## src/rtl/mmio_pkg.sv

```systemverilog
// Shared types and address map for the MMIO bus arbiter slice.
package mmio_pkg;

    typedef enum logic [1:0] {
        IDLE   = 2'd0,
        ACCESS = 2'd1,
        DONE   = 2'd2
    } state_e;

    // Master identifier: 0 = CPU, 1 = secondary requester (debug/DMA).
    typedef logic mid_t;

    localparam mid_t MID_CPU = 1'b0;
    localparam mid_t MID_AUX = 1'b1;

    localparam logic [15:0] MMIO_LED_ADDR = 16'hC000;
    localparam logic [15:0] MMIO_SW_ADDR  = 16'hC001;

endpackage

```

## src/rtl/rr_arb2.sv

```systemverilog
// Two-way round-robin winner select; the priority pointer lives in the caller.
module rr_arb2
    import mmio_pkg::*;
(
    input  logic [1:0] req_i,
    input  mid_t       last_grant_i,
    output logic       valid_o,
    output mid_t       winner_o
);

    // On a tie the master that was not served last wins; otherwise the lone requester.
    always_comb begin
        valid_o  = |req_i;
        winner_o = MID_CPU;
        if (req_i == 2'b11) begin
            winner_o = ~last_grant_i;
        end else if (req_i[1]) begin
            winner_o = MID_AUX;
        end
    end

endmodule

```

## src/rtl/mmio_bus_arb.sv

```systemverilog
// Two-master arbiter and sequencer for the shared MMIO bus: grants round-robin,
// runs one peripheral access with wait states and a timeout, returns data or error.
module mmio_bus_arb
    import mmio_pkg::*;
#(
    parameter int             DW        = 16,
    parameter int             AW        = 16,
    parameter logic [AW-1:0]  MMIO_BASE = AW'(MMIO_LED_ADDR),
    parameter logic [AW-1:0]  MMIO_MASK = 16'hFFF0,
    parameter int             TIMEOUT   = 15
) (
    input  logic          clk,
    input  logic          rst_n,
    input  logic          m0_req,
    input  logic          m0_we,
    input  logic [AW-1:0] m0_addr,
    input  logic [DW-1:0] m0_wdata,
    output logic          m0_gnt,
    output logic          m0_done,
    output logic [DW-1:0] m0_rdata,
    output logic          m0_err,
    input  logic          m1_req,
    input  logic          m1_we,
    input  logic [AW-1:0] m1_addr,
    input  logic [DW-1:0] m1_wdata,
    output logic          m1_gnt,
    output logic          m1_done,
    output logic [DW-1:0] m1_rdata,
    output logic          m1_err,
    output logic          p_re,
    output logic          p_we,
    output logic [AW-1:0] p_addr,
    output logic [DW-1:0] p_wdata,
    input  logic [DW-1:0] p_rdata,
    input  logic          p_ready
);

    localparam int CW = $clog2(TIMEOUT + 1);

    state_e        state_q, state_d;
    mid_t          id_q, id_d;
    mid_t          last_q, last_d;
    logic          we_l_q, we_l_d;
    logic [AW-1:0] addr_l_q, addr_l_d;
    logic [DW-1:0] wdata_l_q, wdata_l_d;
    logic [CW-1:0] cnt_q, cnt_d;
    logic          gnt0_q, gnt0_d, gnt1_q, gnt1_d;
    logic [DW-1:0] rdata0_q, rdata0_d, rdata1_q, rdata1_d;
    logic          err0_q, err0_d, err1_q, err1_d;

    logic          arb_vld;
    mid_t          arb_win;
    logic          hit;
    logic          acc_hit;
    logic          cap;
    logic [DW-1:0] cap_rdata;
    logic          cap_err;

    rr_arb2 u_rr_arb2 (
        .req_i        ({m1_req, m0_req}),
        .last_grant_i (last_q),
        .valid_o      (arb_vld),
        .winner_o     (arb_win)
    );

    assign hit     = ((addr_l_q & MMIO_MASK) == (MMIO_BASE & MMIO_MASK));
    assign acc_hit = (state_q == ACCESS) && hit;

    // Next-state, command latch and result capture.
    always_comb begin
        state_d   = state_q;
        id_d      = id_q;
        last_d    = last_q;
        we_l_d    = we_l_q;
        addr_l_d  = addr_l_q;
        wdata_l_d = wdata_l_q;
        cnt_d     = cnt_q;
        gnt0_d    = 1'b0;
        gnt1_d    = 1'b0;
        rdata0_d  = rdata0_q;
        rdata1_d  = rdata1_q;
        err0_d    = err0_q;
        err1_d    = err1_q;
        cap       = 1'b0;
        cap_rdata = '0;
        cap_err   = 1'b0;
        unique case (state_q)
            IDLE: begin
                if (arb_vld) begin
                    id_d      = arb_win;
                    we_l_d    = (arb_win == MID_AUX) ? m1_we    : m0_we;
                    addr_l_d  = (arb_win == MID_AUX) ? m1_addr  : m0_addr;
                    wdata_l_d = (arb_win == MID_AUX) ? m1_wdata : m0_wdata;
                    gnt0_d    = (arb_win == MID_CPU);
                    gnt1_d    = (arb_win == MID_AUX);
                    cnt_d     = '0;
                    state_d   = ACCESS;
                end
            end
            ACCESS: begin
                if (!hit) begin
                    cap     = 1'b1;
                    cap_err = 1'b1;
                    state_d = DONE;
                end else if (p_ready) begin
                    cap       = 1'b1;
                    cap_rdata = we_l_q ? '0 : p_rdata;
                    state_d   = DONE;
                end else begin
                    cnt_d = cnt_q + 1'b1;
                    if (cnt_q == CW'(TIMEOUT - 1)) begin
                        cap     = 1'b1;
                        cap_err = 1'b1;
                        state_d = DONE;
                    end
                end
            end
            DONE: begin
                last_d  = id_q;
                state_d = IDLE;
            end
            default: state_d = IDLE;
        endcase
        if (cap) begin
            if (id_q == MID_AUX) begin
                rdata1_d = cap_rdata;
                err1_d   = cap_err;
            end else begin
                rdata0_d = cap_rdata;
                err0_d   = cap_err;
            end
        end
    end

    // State and datapath registers; reset aborts any transaction in flight.
    always_ff @(posedge clk or negedge rst_n) begin
        if (!rst_n) begin
            state_q   <= IDLE;
            id_q      <= MID_CPU;
            last_q    <= MID_AUX;
            we_l_q    <= 1'b0;
            addr_l_q  <= '0;
            wdata_l_q <= '0;
            cnt_q     <= '0;
            gnt0_q    <= 1'b0;
            gnt1_q    <= 1'b0;
            rdata0_q  <= '0;
            rdata1_q  <= '0;
            err0_q    <= 1'b0;
            err1_q    <= 1'b0;
        end else begin
            state_q   <= state_d;
            id_q      <= id_d;
            last_q    <= last_d;
            we_l_q    <= we_l_d;
            addr_l_q  <= addr_l_d;
            wdata_l_q <= wdata_l_d;
            cnt_q     <= cnt_d;
            gnt0_q    <= gnt0_d;
            gnt1_q    <= gnt1_d;
            rdata0_q  <= rdata0_d;
            rdata1_q  <= rdata1_d;
            err0_q    <= err0_d;
            err1_q    <= err1_d;
        end
    end

    // Bus strobes and address only drive during a decoded access; zero otherwise.
    assign p_re    = acc_hit && !we_l_q;
    assign p_we    = acc_hit && we_l_q;
    assign p_addr  = acc_hit ? addr_l_q  : '0;
    assign p_wdata = acc_hit ? wdata_l_q : '0;

    assign m0_gnt   = gnt0_q;
    assign m1_gnt   = gnt1_q;
    assign m0_done  = (state_q == DONE) && (id_q == MID_CPU);
    assign m1_done  = (state_q == DONE) && (id_q == MID_AUX);
    assign m0_rdata = rdata0_q;
    assign m1_rdata = rdata1_q;
    assign m0_err   = err0_q;
    assign m1_err   = err1_q;

endmodule

```

## config.mk

```make
export PLATFORM = sky130hd
export DESIGN_NAME = mmio_bus_arb
export DESIGN_NICKNAME = d
export VERILOG_FILES = /design/src/rtl/mmio_pkg.sv /design/src/rtl/rr_arb2.sv /design/src/rtl/mmio_bus_arb.sv
export SDC_FILE = /design/constraint.sdc
export NUM_CORES = 1
export LEC_CHECK = 0
export BUFFER_PORTS_ARGS = -buffer_cell sky130_fd_sc_hd__buf_2
export CAP_MARGIN = 25
export CORE_ASPECT_RATIO = 0.75
export CORE_UTILIZATION = 43
export DETAILED_ROUTE_END_ITERATION = 8
export HOLD_SLACK_MARGIN = 0.03
export PLACE_DENSITY = 0.77
export SYNTH_ARGS = -nofsm -noshare
export SYNTH_HDL_FRONTEND = slang
export SYNTH_HIERARCHICAL = 1
export SYNTH_SLANG_ARGS = --single-unit
```

## constraint.sdc

```tcl
create_clock -name clk -period 1.5 [get_ports clk]
set_input_delay 0.075 -clock clk [delete_from_list [all_inputs] [get_ports clk]]
set_output_delay 0.075 -clock clk [all_outputs]
set_load 0.02 [all_outputs]
```

==> flow_metrics.env <==
export IMPL_yosysSeqAreaShare_pct=54.51
export IMPL_ys_dominant_reg_cell="dfrtp_1"
export IMPL_critPathCapture="p_wdata[9]"
export IMPL_netlist_cell_type_count=36
export IMPL_tritoncts_clock_tree="built"
export IMPL_timing_critical_path_arrival_ns=1.79
export IMPL_dpl_instance_area_um2=4586
export IMPL_final_layout_size_suffix_gt1_share_pct=43.28
export IMPL_tritoncts_num_buffers=9
export IMPL_globalRoute_totalOverflow=0
export IMPL_asyncSetResetFlopFracSynth_pct=100.0
export IMPL_cts_num_sinks=77
export IMPL_fin_area_um2=5662
export IMPL_fill_cells=557
export IMPL_worstReg2RegStart="addr_l_q[9]$_DFFE_PN0P_"
export IMPL_setup_ws_ns=-0.3654
export IMPL_grt_first_pass_wirelength_um=17020
export IMPL_crit_required_ns=1.42
export IMPL_timing_final_hold_violations=0
export IMPL_setup_viol=63
export IMPL_vias=3394
export IMPL_drtIter0Drc=185
export IMPL_clock_insertion_delay_worst_skew_ns=0.36
export IMPL_floorplan_die_height_um=80.55
export IMPL_final_seq_area_um2=1928
export IMPL_cp_num_cells=5
export IMPL_combinational_family_with_the_most_area_after_synthesis="compound AO/OA/AOI/OAI gates"
export IMPL_syn_inst_count=315
export IMPL_status="complete, but fails checks"
export IMPL_synthAdderAreaFrac_pct=0.7075
export IMPL_post_synth_cell_area_avg_um2=11.23
export IMPL_r2r_slack_ns=-0.35
export IMPL_route_final_wire_length_um=11300
export IMPL_cp_max_fo=22
export IMPL_fin_nets=621
export IMPL_worst_path_cell_trace="nor4_4 -> and3_4 -> buf_12 -> and3_2 -> buf_6"
export IMPL_rsz0062_at_grt="yes"
export IMPL_place_port_buffers=148
export IMPL_irDropWorstVdd_v=0.0006909
export IMPL_clock_path_buffers=2
export IMPL_yosysMostFrequentCell="dfrtp_1"
export IMPL_n_antenna_cell=0
export IMPL_post_synth_top_area_cell="dfrtp_1"
export IMPL_static_leakage_power_nw=2.944
export IMPL_htree_levels=3
export IMPL_routedWlPerCell_um=17.63
export IMPL_maxCapViolCount=0
export IMPL_largest_stage_delay_on_the_critical_path_ns=0.41
export IMPL_fraction_of_power_consumed_by_the_clock_network_pct=24.6
export IMPL_area_delta_synth_final_pct=60.06
export IMPL_timing_critical_path_slowest_stage_cell="dfrtp_1"
export IMPL_fmax_ghz=0.5361
export IMPL_synth_enable_flop_cells=0
export IMPL_post_synth_instance_area_um2=3537
export IMPL_crit_family="simple AND/OR/NAND/NOR gates"
export IMPL_route_antenna_remaining_nets=0
export IMPL_post_synth_top_area_fraction_pct=53.77
export IMPL_core_area_um2=7918
export IMPL_clk_root_buffer_cell="clkbuf_8"
export IMPL_clkSlewWorstSetupHoldPaths_ns=0.07
export IMPL_power_frac_seq_pct=42.5
export IMPL_clock_skew_final_ns=0.009331
export IMPL_setup_worst_path_start_class="register"
export IMPL_launching_element_of_the_worst_setup_path="addr_l_q[9]$_DFFE_PN0P_"
export IMPL_die_ar_um2=8596
export IMPL_timing_hold_ws_ns=0.02437
export IMPL_grt_use_total_pct=26.17
export IMPL_net_switching_power_mw=2.414
export IMPL_io_pins=159
export IMPL_avgViaCountPerCell=5.295
export IMPL_cp_end_kind="output pin"
export IMPL_number_of_detailed_routing_iterations_run_before_antenna_repair=5
export IMPL_synth_compound_gate_area_share_pct=16.91
export IMPL_pwr_density_cell_nw_per_um2=1237
export IMPL_final_max_slew_viol_count=0
export IMPL_floorplan_initialDensity_pct=44.67
export IMPL_p_int_mw=4.590
export IMPL_multi_input_comb_area_um2=1577
export IMPL_die_width_um=106.7
export IMPL_worstRegToRegCells=8
export IMPL_synth_xor_area_share_pct=0
export IMPL_switching_share_pct=34.47
export IMPL_yosysWarnings=6
export IMPL_place_hpwl_um=6465
export IMPL_first_global_vias=3437
export IMPL_synth_simple_gate_area_share_pct=13.05
export IMPL_synth_mux_area_fraction_pct=9.339
export IMPL_place_gp_congestion=0.7417
export IMPL_placement_rows=28
export IMPL_detail_route_drc_violations=0
export IMPL_synthTopCellsByArea="dfrtp_1 (54%), mux2i_1 (9.3%), a22o_1 (7.9%)"
export IMPL_path_class_of_the_lowest_slack_min_delay_path="in2reg"
export IMPL_worstSetupPathType="reg2out"
export IMPL_synthesized_flop_and_latch_total=77
export IMPL_setup_total_negative_slack_ns=-19.54
export IMPL_r2r_end="m0_rdata[4]$_DFFE_PN0P_"
export IMPL_violated_checks="setup timing"
export IMPL_comb_power_share_pct=32.9
export IMPL_synth_commonest_cells="dfrtp_1 (76), o21ai_0 (36), nand2_1 (35), mux2i_1 (33), a22o_1 (32)"
export IMPL_grt_antenna_before_repair=0
export IMPL_pin_count_of_the_biggest_net_entering_global_routing=45
export IMPL_critPathBufInv=2
export IMPL_share_of_the_clock_period_used_by_the_worst_path_after_layout_pct=124.4
export IMPL_power_mw=7.004
export IMPL_final_period_minus_worst_setup_slack_ns=1.865
==> per-stage QoR <==
stage	util, %	std cells	worst slack (ns)
2_1_floorplan	-	324	-0.1050
3_3_place_gp	57.92	563	-0.08130
3_5_place_dp	57.92	563	-0.1313
4_1_cts	70.64	638	-0.3689
5_1_grt	71.51	641	-0.4576
6_report	71.51	641	-0.3654
==> cells by family (layout without fill, tap and decap cells) <==
kind of cell	Yosys count	after routing
buffers and inverters	37	249
flip-flops	77	77
AND/OR/NAND/NOR	80	80
AO/OA/AOI/OAI	85	85
other	1	10
adder cells (fa/ha/maj)	2	2
multiplexers	33	33
==> worst min-delay path by stage <==
stage,from,to,slack [ns],depth (start not counted)
CTS,m1_wdata[4],wdata_l_q[4]$_DFFE_PN0P_,0.03,3
global route,m0_addr[8],addr_l_q[8]$_DFFE_PN0P_,0.04,3
floorplan,rst_n,addr_l_q[0]$_DFFE_PN0P_,-0.22,0
global placement,rst_n,m0_rdata[8]$_DFFE_PN0P_,-0.04,1
detailed placement,rst_n,m0_rdata[12]$_DFFE_PN0P_,-0.03,1
finish,m0_addr[7],addr_l_q[7]$_DFFE_PN0P_,0.02,3
==> worst register-to-register path, delay by kind of cell (launching register included) <==
family / cells / cell delay [ns]
simple gates: 3 / 0.61
buf+inv: 4 / 0.60
flops: 1 / 0.41
compound gates: 1 / 0.17
==> area by class of cell <==
type,count,share of cell area [%]
Inverter,6,0.4420
Clock inverter,4,1.282
Timing Repair Buffer,228,31.56
Tap cell,105,2.320
Multi-Input combinational cell,210,27.85
Sequential cell,77,34.06
Clock buffer,11,2.497
==> repair_timing <==
item,4_1_cts,5_1_grt
hold buffers,49,1
cloned,1,0
buffers inserted,10,3
pin swaps,7,4
endpoints found under the hold margin,128,1
gates resized for setup,64,8
setup endpoints to repair,62,63
==> sequential cells by signal, indices dropped and copies added (netlist names) <==
| name | flops |
|---|---|
| addr_l_q | 16 |
| m0_rdata | 16 |
| m1_rdata | 16 |
| wdata_l_q | 16 |
| cnt_q | 4 |
| state_q | 2 |
| id_q | 1 |
| last_q | 1 |
| m0_err | 1 |
| m0_gnt | 1 |
| m1_err | 1 |
| m1_gnt | 1 |
| we_l_q | 1 |
==> routing by layer <==
layer	up-vias	global-route usage [%]	routed length, µm
li1	1553	-	-
met1	1638	30.35	4373
met2	161	46.19	5882
met3	42	6.737	589
met4	0	10.96	452
met5	-	0	0
==> power groups by stage <==
stage               Combinational [mW]  Sequential [mW]  Clock, mW
floorplan                         1.23             2.92          0
global placement                  1.87             2.97          0
detailed placement                1.94             2.99          0
CTS                               2.24             2.96       1.74
global route                      2.53             3.03       1.83
finish                            2.30             2.97       1.73
==> cell usage in the layout (no fill, tap or decap), types with 2 or more instances in the layout <==
master,netlist,layout
buf_2,5,123
buf_4,12,14
o21ai_0,36,34
and3_1,23,3
inv_1,6,4
o211ai_4,0,2
and3_2,0,18
buf_6,0,30
nand2b_1,2,2
nor2_1,6,5
a22o_1,32,32
o21ai_1,0,2
nor4_4,3,3
ha_1,2,2
nand3_1,2,2
o311ai_4,0,2
buf_12,0,10
conb_1,1,10
dfrtp_1,76,76
o211ai_1,2,2
dlygate4sd3_1,0,50
nand2_1,35,34
and3_4,0,2
bufinv_16,0,2
a21o_1,2,2
mux2i_1,33,33
clkbuf_8,0,10
Note: power is estimated with default switching activity, not from simulation.
